<file path="config.mk">
export PLATFORM = sky130hd
export DESIGN_NAME = r_decode_arb
export DESIGN_NICKNAME = d
export VERILOG_FILES = /design/src/rtl/r_decode_arb.sv
export SDC_FILE = /design/constraint.sdc
export NUM_CORES = 1
export LEC_CHECK = 0
export ABC_AREA = 1
export ABC_CLOCK_PERIOD_IN_PS = 2300
export CAP_MARGIN = 30
export CORE_AREA = 2 2 259 261
export CTS_CLUSTER_DIAMETER = 100
export DETAILED_ROUTE_END_ITERATION = 12
export DIE_AREA = 0 0 261 263
export SKIP_CTS_REPAIR_TIMING = 1
export SLEW_MARGIN = 5
export SYNTH_ARGS = -nofsm -noshare
export SYNTH_HDL_FRONTEND = slang
export SYNTH_SLANG_ARGS = --single-unit
</file>
<file path="constraint.sdc">
create_clock -name clk -period 2.3 [get_ports clk]
set_input_delay 0.345 -clock clk [delete_from_list [all_inputs] [get_ports clk]]
set_output_delay 0.345 -clock clk [all_outputs]
set_load 0.01 [all_outputs]
</file>
<file path="src/rtl/r_decode_arb.sv">
// Packet-granular round-robin arbiter sharing one r_decode datapath between NUM_SRC streams.
// Optional stall watchdog enabled by defining R_ARB_WATCHDOG_EN.
module r_decode_arb #(
  parameter int DATA_WIDTH     = 16,
  parameter int NUM_SRC        = 4,
  parameter int SRC_W          = 2,
  parameter int TIMEOUT_CYCLES = 1024
) (
  input  logic                            clk,
  input  logic                            reset,
  input  logic [NUM_SRC*DATA_WIDTH*8-1:0] s_data,
  input  logic [NUM_SRC-1:0]              s_last,
  input  logic [NUM_SRC-1:0]              s_valid,
  output logic [NUM_SRC-1:0]              s_ready,
  output logic [DATA_WIDTH*8-1:0]         m_data,
  output logic                            m_last,
  output logic                            m_valid,
  input  logic                            m_ready,
  output logic [SRC_W-1:0]                m_src,
  output logic                            busy,
  output logic                            hdr_last_err,
  output logic                            wd_err,
  output logic [SRC_W-1:0]                wd_src
);

  localparam int BW = DATA_WIDTH * 8;

  typedef enum logic {IDLE, BUSY} state_t;

  state_t           state_q, state_d;
  logic [SRC_W-1:0] rr_ptr_q, rr_ptr_d;
  logic [SRC_W-1:0] src_q, src_d;
  logic [1:0]       beat_cnt_q, beat_cnt_d;
  logic             hdr_err_q, hdr_err_d;
  logic             cur_valid, cur_last, accept;

  // First requester strictly after the previous grant, wrapping modulo NUM_SRC.
  function automatic logic [SRC_W-1:0] rr_pick(input logic [NUM_SRC-1:0] req,
                                              input logic [SRC_W-1:0]   ptr);
    logic [SRC_W-1:0] g;
    logic             found;
    int               idx;
    g     = '0;
    found = 1'b0;
    for (int k = 1; k <= NUM_SRC; k++) begin
      idx = (int'(ptr) + k) % NUM_SRC;
      if (!found && req[idx]) begin
        g     = SRC_W'(idx);
        found = 1'b1;
      end
    end
    return g;
  endfunction

  assign cur_valid = s_valid[src_q];
  assign cur_last  = s_last[src_q];
  assign accept    = (state_q == BUSY) && cur_valid && m_ready;
  assign m_data    = s_data[int'(src_q)*BW +: BW];

  always_comb begin
    state_d    = state_q;
    rr_ptr_d   = rr_ptr_q;
    src_d      = src_q;
    beat_cnt_d = beat_cnt_q;
    hdr_err_d  = hdr_err_q;
    m_valid    = 1'b0;
    m_last     = 1'b0;
    s_ready    = '0;
    case (state_q)
      IDLE: begin
        if (|s_valid) begin
          src_d      = rr_pick(s_valid, rr_ptr_q);
          rr_ptr_d   = src_d;
          beat_cnt_d = 2'd0;
          state_d    = BUSY;
        end
      end
      BUSY: begin
        m_valid        = cur_valid;
        m_last         = cur_last;
        s_ready[src_q] = m_ready;
        if (accept) begin
          if (cur_last && beat_cnt_q != 2'd0) begin
            state_d    = IDLE;
            beat_cnt_d = 2'd0;
          end else begin
            // last on the header is ignored downstream, so keep the grant and flag it
            if (cur_last) hdr_err_d = 1'b1;
            if (beat_cnt_q != 2'd2) beat_cnt_d = beat_cnt_q + 2'd1;
          end
        end
      end
      default: state_d = IDLE;
    endcase
  end

  always_ff @(posedge clk or posedge reset) begin
    if (reset) begin
      state_q    <= IDLE;
      rr_ptr_q   <= SRC_W'(NUM_SRC - 1);
      src_q      <= '0;
      beat_cnt_q <= 2'd0;
      hdr_err_q  <= 1'b0;
    end else begin
      state_q    <= state_d;
      rr_ptr_q   <= rr_ptr_d;
      src_q      <= src_d;
      beat_cnt_q <= beat_cnt_d;
      hdr_err_q  <= hdr_err_d;
    end
  end

  assign m_src        = src_q;
  assign busy         = (state_q == BUSY);
  assign hdr_last_err = hdr_err_q;

`ifdef R_ARB_WATCHDOG_EN
  localparam int WD_W = $clog2(TIMEOUT_CYCLES + 1);

  logic [WD_W-1:0]  wd_cnt_q;
  logic             wd_err_q;
  logic [SRC_W-1:0] wd_src_q;

  // Counts stalled BUSY cycles; saturates at the limit while the grant is kept.
  always_ff @(posedge clk or posedge reset) begin
    if (reset) begin
      wd_cnt_q <= '0;
      wd_err_q <= 1'b0;
      wd_src_q <= '0;
    end else if (state_q != BUSY || accept) begin
      wd_cnt_q <= '0;
    end else if (!cur_valid && wd_cnt_q != WD_W'(TIMEOUT_CYCLES)) begin
      wd_cnt_q <= wd_cnt_q + WD_W'(1);
      if (wd_cnt_q == WD_W'(TIMEOUT_CYCLES - 1)) begin
        wd_err_q <= 1'b1;
        wd_src_q <= src_q;
      end
    end
  end

  assign wd_err = wd_err_q;
  assign wd_src = wd_src_q;
`else
  assign wd_err = 1'b0;
  assign wd_src = '0;
`endif

endmodule
</file>
After elaboration in Yosys (flattened, before gate mapping)
Index checks and enable logic that the tools add are counted.
Widths: inputs -> output; s select.

storage, ports and cells
  flip-flop bits (word level) = 8
  bits of input ports = 523
  word-level logic and storage cells = 90

operators by class
  muxes and demuxes = 43
  reductions and logical operators = 19
  $lt $le $gt $ge = 6
  bitwise operators = 7
  $add $sub $neg = 5
  shifts and indexed selects = 1
  eq/ne operators = 4

operators with widths
  kind                 count
  $shiftx 512x10->128  1
  $mux 1               25
  $lt 3x4->1 const B   4
  $mux 2               8
  $bmux 1 s2           6
  $reduce_or 2->1      4
  $logic_and 1x1->1    7
  $add 2x1->2 const B  3
  $add 2x2->2 const B  2
  $and 1x1->1 const A  4
  $and 4x4->4          1
  $mux 4               1
  $ne 2x2->1 const B   2
  $pmux 2 s2           1
  $reduce_and 4->1     1
  $reduce_or 4->1      1
  $logic_not 1->1      3
  $lt 2x3->1 const B   1
  $ne 3x1->1 const B   1
  $reduce_and 3->1     1
  $demux 1 s2          1
  $ge 2x1->1 const B   1
  $ne 2x1->1 const B   1
  $not 1->1            2
  other kinds (3)      3

Logic depth before layout (Yosys ltp)
  word-level depth = 22
  depth in mapped cells = 11

Worst setup path after synthesis
Ideal clock, no wire load.

  kind = flip-flop to output port
  from = register src_q[1], in the netlist m_src[1]
  to = output port m_data[0]
  path buffers = 2
  arrival time = 1.319 ns
  cell stages (with the launch flop) = 6
  setup slack = 0.636 ns
  cell sequence = dfrtp_1 -> nor2_1 -> clkbuf_1 -> buf_2 -> a22oi_1 -> nand3_1

between the ends
  word-level cells in the longest chain between the ends = 1

RTL lines
  element                   line  RTL
  start: declaration        32    logic [SRC_W-1:0] src_q, src_d;
  start signal: assignment  107   src_q <= src_d;
  $shiftx 512x10->128       58    assign m_data = s_data[int'(src_q)*BW +: BW];
  end: declaration          15    output logic [DATA_WIDTH*8-1:0] m_data,

Every way passes these cells.

Worst setup path in the final report
  from = register src_q[1], in the netlist m_src[1]
  to = output port m_data[20]

Same word-level chain as after synthesis.

==> results.md <==
* CP arrival at between 2000 and 2500 ps
* Post-DR wirelength/cell at approximately 22 um
* Grt met3 use at 0.05575
* Clk buf depth at 2
* Vias after detailed routing at roughly 8000
* Net Sw Frac at 0.4701
* IO Pins at ~660
* Synthesized instance count at between 600 and 700
* Fmax at 397.7 MHz
* CP Max Fanout at 12
* P_leak at 6.006 nW
* Initial antenna violation count at 37
* Register area share after synthesis at 0.05825
* Post-Syn Area at ~3500 um^2
* Synth unique cells at 20
* Skew-Pair Late Insertion Delay at 230 ps
* Top FF cell, synth: dfrtp_1
* Area share of the largest cell type after synthesis at 0.4552
* Synthesis Warnings at 0
* Final setup violation count at 9
* CTS sink cnt at 8
* Layout cells sized above 1 at 0.09704
* Max-cap violations at 0
* Vias in the first global route at a little under 8000
* Post-synth top cells: 231 x nand2_1, 211 x a22oi_1, 54 x nand3_1
* ANT nets after route at 0
* Port Buffers at 660
* Layout area overhead at 258.8%
* GP Congestion at around 0.90
* Final WL at roughly 49 mm
* Failing checks: setup timing
* Comb power frac at 0.950
* Total Die Area at roughly 69000 um^2
* Layout net count at about 1800
* Max rail drop VDD at 0.4939 mV
* FF+latch count, synth at 8
* Setup ws final at -214.2 ps
* # rows at between 90 and 100
* Avg Cell Area, Syn at 5.686 um^2
* GRT Max-Usage Layer: met2
* CP endpoint kind: primary output
* Core ar. at between 60000 and 70000 um^2
* Placed cells at 2158
* CTS Buf Count at 3
* Slack of the worst reg-to-reg path at about 500 ps
* Via/cell ratio at roughly 3.6
* Sequential power share at 0.026
* DIE WIDTH at ~260 um
* Die height at approximately 260 um
* Final Critical Period at 2514 ps
* Leading area contributor after synthesis: a22oi_1
* Reg2reg path depth at 11
* Endpoints failing hold at 0
* HPWL Detailed at just over 40 mm
* Largest net degree at the start of global routing at 46
* Outcome: finished with violations
* Clk_skew at 5.112 ps
* Kind of critical path: register to primary output
* Sw power at a little under 6 mW
* Met1 Usage GRT at 0.1400
* Data required, critical path at 1960 ps
* Synth area leaders: a22oi_1 46%, nand2_1 25%, nand3_1 7.8%
* Util after Layout at 0.1903
* H-Tree Depth at 1
* CTS tree: yes
* Total gr overflow at 0
* Pwr Density at 984.0 nW/um^2
* RSZ-0062 raised after global routing: true
* Clk network pwr share at 0.025
* Met2 Usage GRT at 0.2002
* Reg2reg end: m_src[0]$_DFFE_PP0P_
* Pre-Repair DR Iteration Count at 5
* Drt drc at 0
* Count leader, synth: nand2_1
* DRT iter0 DRCs at between 400 and 500
* Max-slew violations at 0
* Tot GR Track Use at 0.1207
* Number of synthesized flops with an enable pin at 0
* Clock Pin Slew Worst Setup and Hold Paths at 40 ps
* First-pass GRT wire length at 58.06 mm
* Hold WC Path Type: primary input to asynchronous set/reset pin
* Startpoint types: register
* Startpoint of the worst-slack reg-to-reg timing path: rr_ptr_q[0]$_DFFE_PP1P_
* DP Area at 11650 um^2
* Async SR Flop Fraction at 1.000
* Crit share post-route at 1.093
* Non-Filler Instances at 2191
* Internal power at ~6.5 mW
* Design Area, Final at about 12000 um^2
* Starting density of the core at 0.05302
* CTS root buffer: clkbuf_16
-- worst max-delay path, stage by stage, from the launching register on --
cell             delay [ps]
dfrtp_2                 450
buf_4                   160
nor2_4                  110
buf_12                  150
buf_16                  170
buf_12                  150
a22oi_1                  70
nand2_1                  90
clkdlybuf4s50_1         540
-- sequential cells by signal (all words and copies together) (netlist names) --
signal        flops
hdr_last_err      1
busy              1
beat_cnt_q        2
m_src             2
rr_ptr_q          2
-- metrics by stage --
| stage | setup slack (ps) | setup TNS [ps] | power (mW) | hold WS, ps |
|---|---|---|---|---|
| floorplan | 636.2 | 0 | 4.708 | 159.2 |
| global placement | -56.98 | -222.1 | 11.23 | 473.6 |
| detailed placement | -63.30 | -595.5 | 11.22 | 467.7 |
| CTS | -324.0 | -30170 | 11.59 | 384.9 |
| global route | -285.7 | -2400 | 13.12 | 395.4 |
| finish | -214.2 | -1670 | 12.29 | 379.3 |
-- logic make-up after synthesis --
| family | count (synthesis) | synth area share |
|---|---|---|
| compound gates | 220 | 0.4696 |
| fa+ha+maj | 2 | 0.007191 |
| buf+inv | 78 | 0.1108 |
| flops | 8 | 0.05825 |
| other cells | 1 | 0.001078 |
| simple gates | 303 | 0.3531 |
-- area by class of cell --
type                            instances  area (um^2)
Timing Repair Buffer                  761         8059
Sequential cell                         8        205.2
Fill cell                            7355        53140
Multi-Input combinational cell        528         2972
Inverter                               18        70.07
Antenna cell                            8        20.02
Clock buffer                            4        78.83
Tap cell                              864         1081
-- how the worst max path moves through the flow --
stage                                     from          to  slack (ps)
after floorplan           m_src[1]$_DFFE_PP0P_   m_data[0]         640
after global placement    m_src[0]$_DFFE_PP0P_  m_data[33]         -60
after detailed placement  m_src[0]$_DFFE_PP0P_  m_data[33]         -60
after CTS                 m_src[0]$_DFFE_PP0P_  m_data[33]        -320
after global routing      m_src[1]$_DFFE_PP0P_  m_data[20]        -290
final                     m_src[1]$_DFFE_PP0P_  m_data[20]        -210
-- layout by cell type, fill, tap and decap left out, drive strengths merged, types with 6 or more instances in the layout --
cell,count
clkdlybuf4s50,539
o21ai,6
buf,94
nor2,9
diode,8
dlymetal6s2s,120
nand2,231
nand4,6
clkbuf,12
a22oi,211
nand3,54
inv,18
dfrtp,6
-- power groups by stage --
| stage | sequential (mW) | combinational, mW | clock [mW] |
|---|---|---|---|
| floorplan | 0.288 | 4.42 | 0 |
| global placement | 0.312 | 10.9 | 0 |
| detailed placement | 0.311 | 10.9 | 0 |
| CTS | 0.311 | 11.0 | 0.311 |
| global route | 0.333 | 12.5 | 0.321 |
| finish | 0.317 | 11.7 | 0.303 |
-- routing by layer --
| layer | share of wire | vias up |
|---|---|---|
| li1 | - | 3695 |
| met1 | 0.39 | 3561 |
| met2 | 0.44 | 571 |
| met3 | 0.13 | 101 |
| met4 | 0.037 | 20 |
| met5 | 0.0026 | - |
Power figures use the tool's default switching activity.
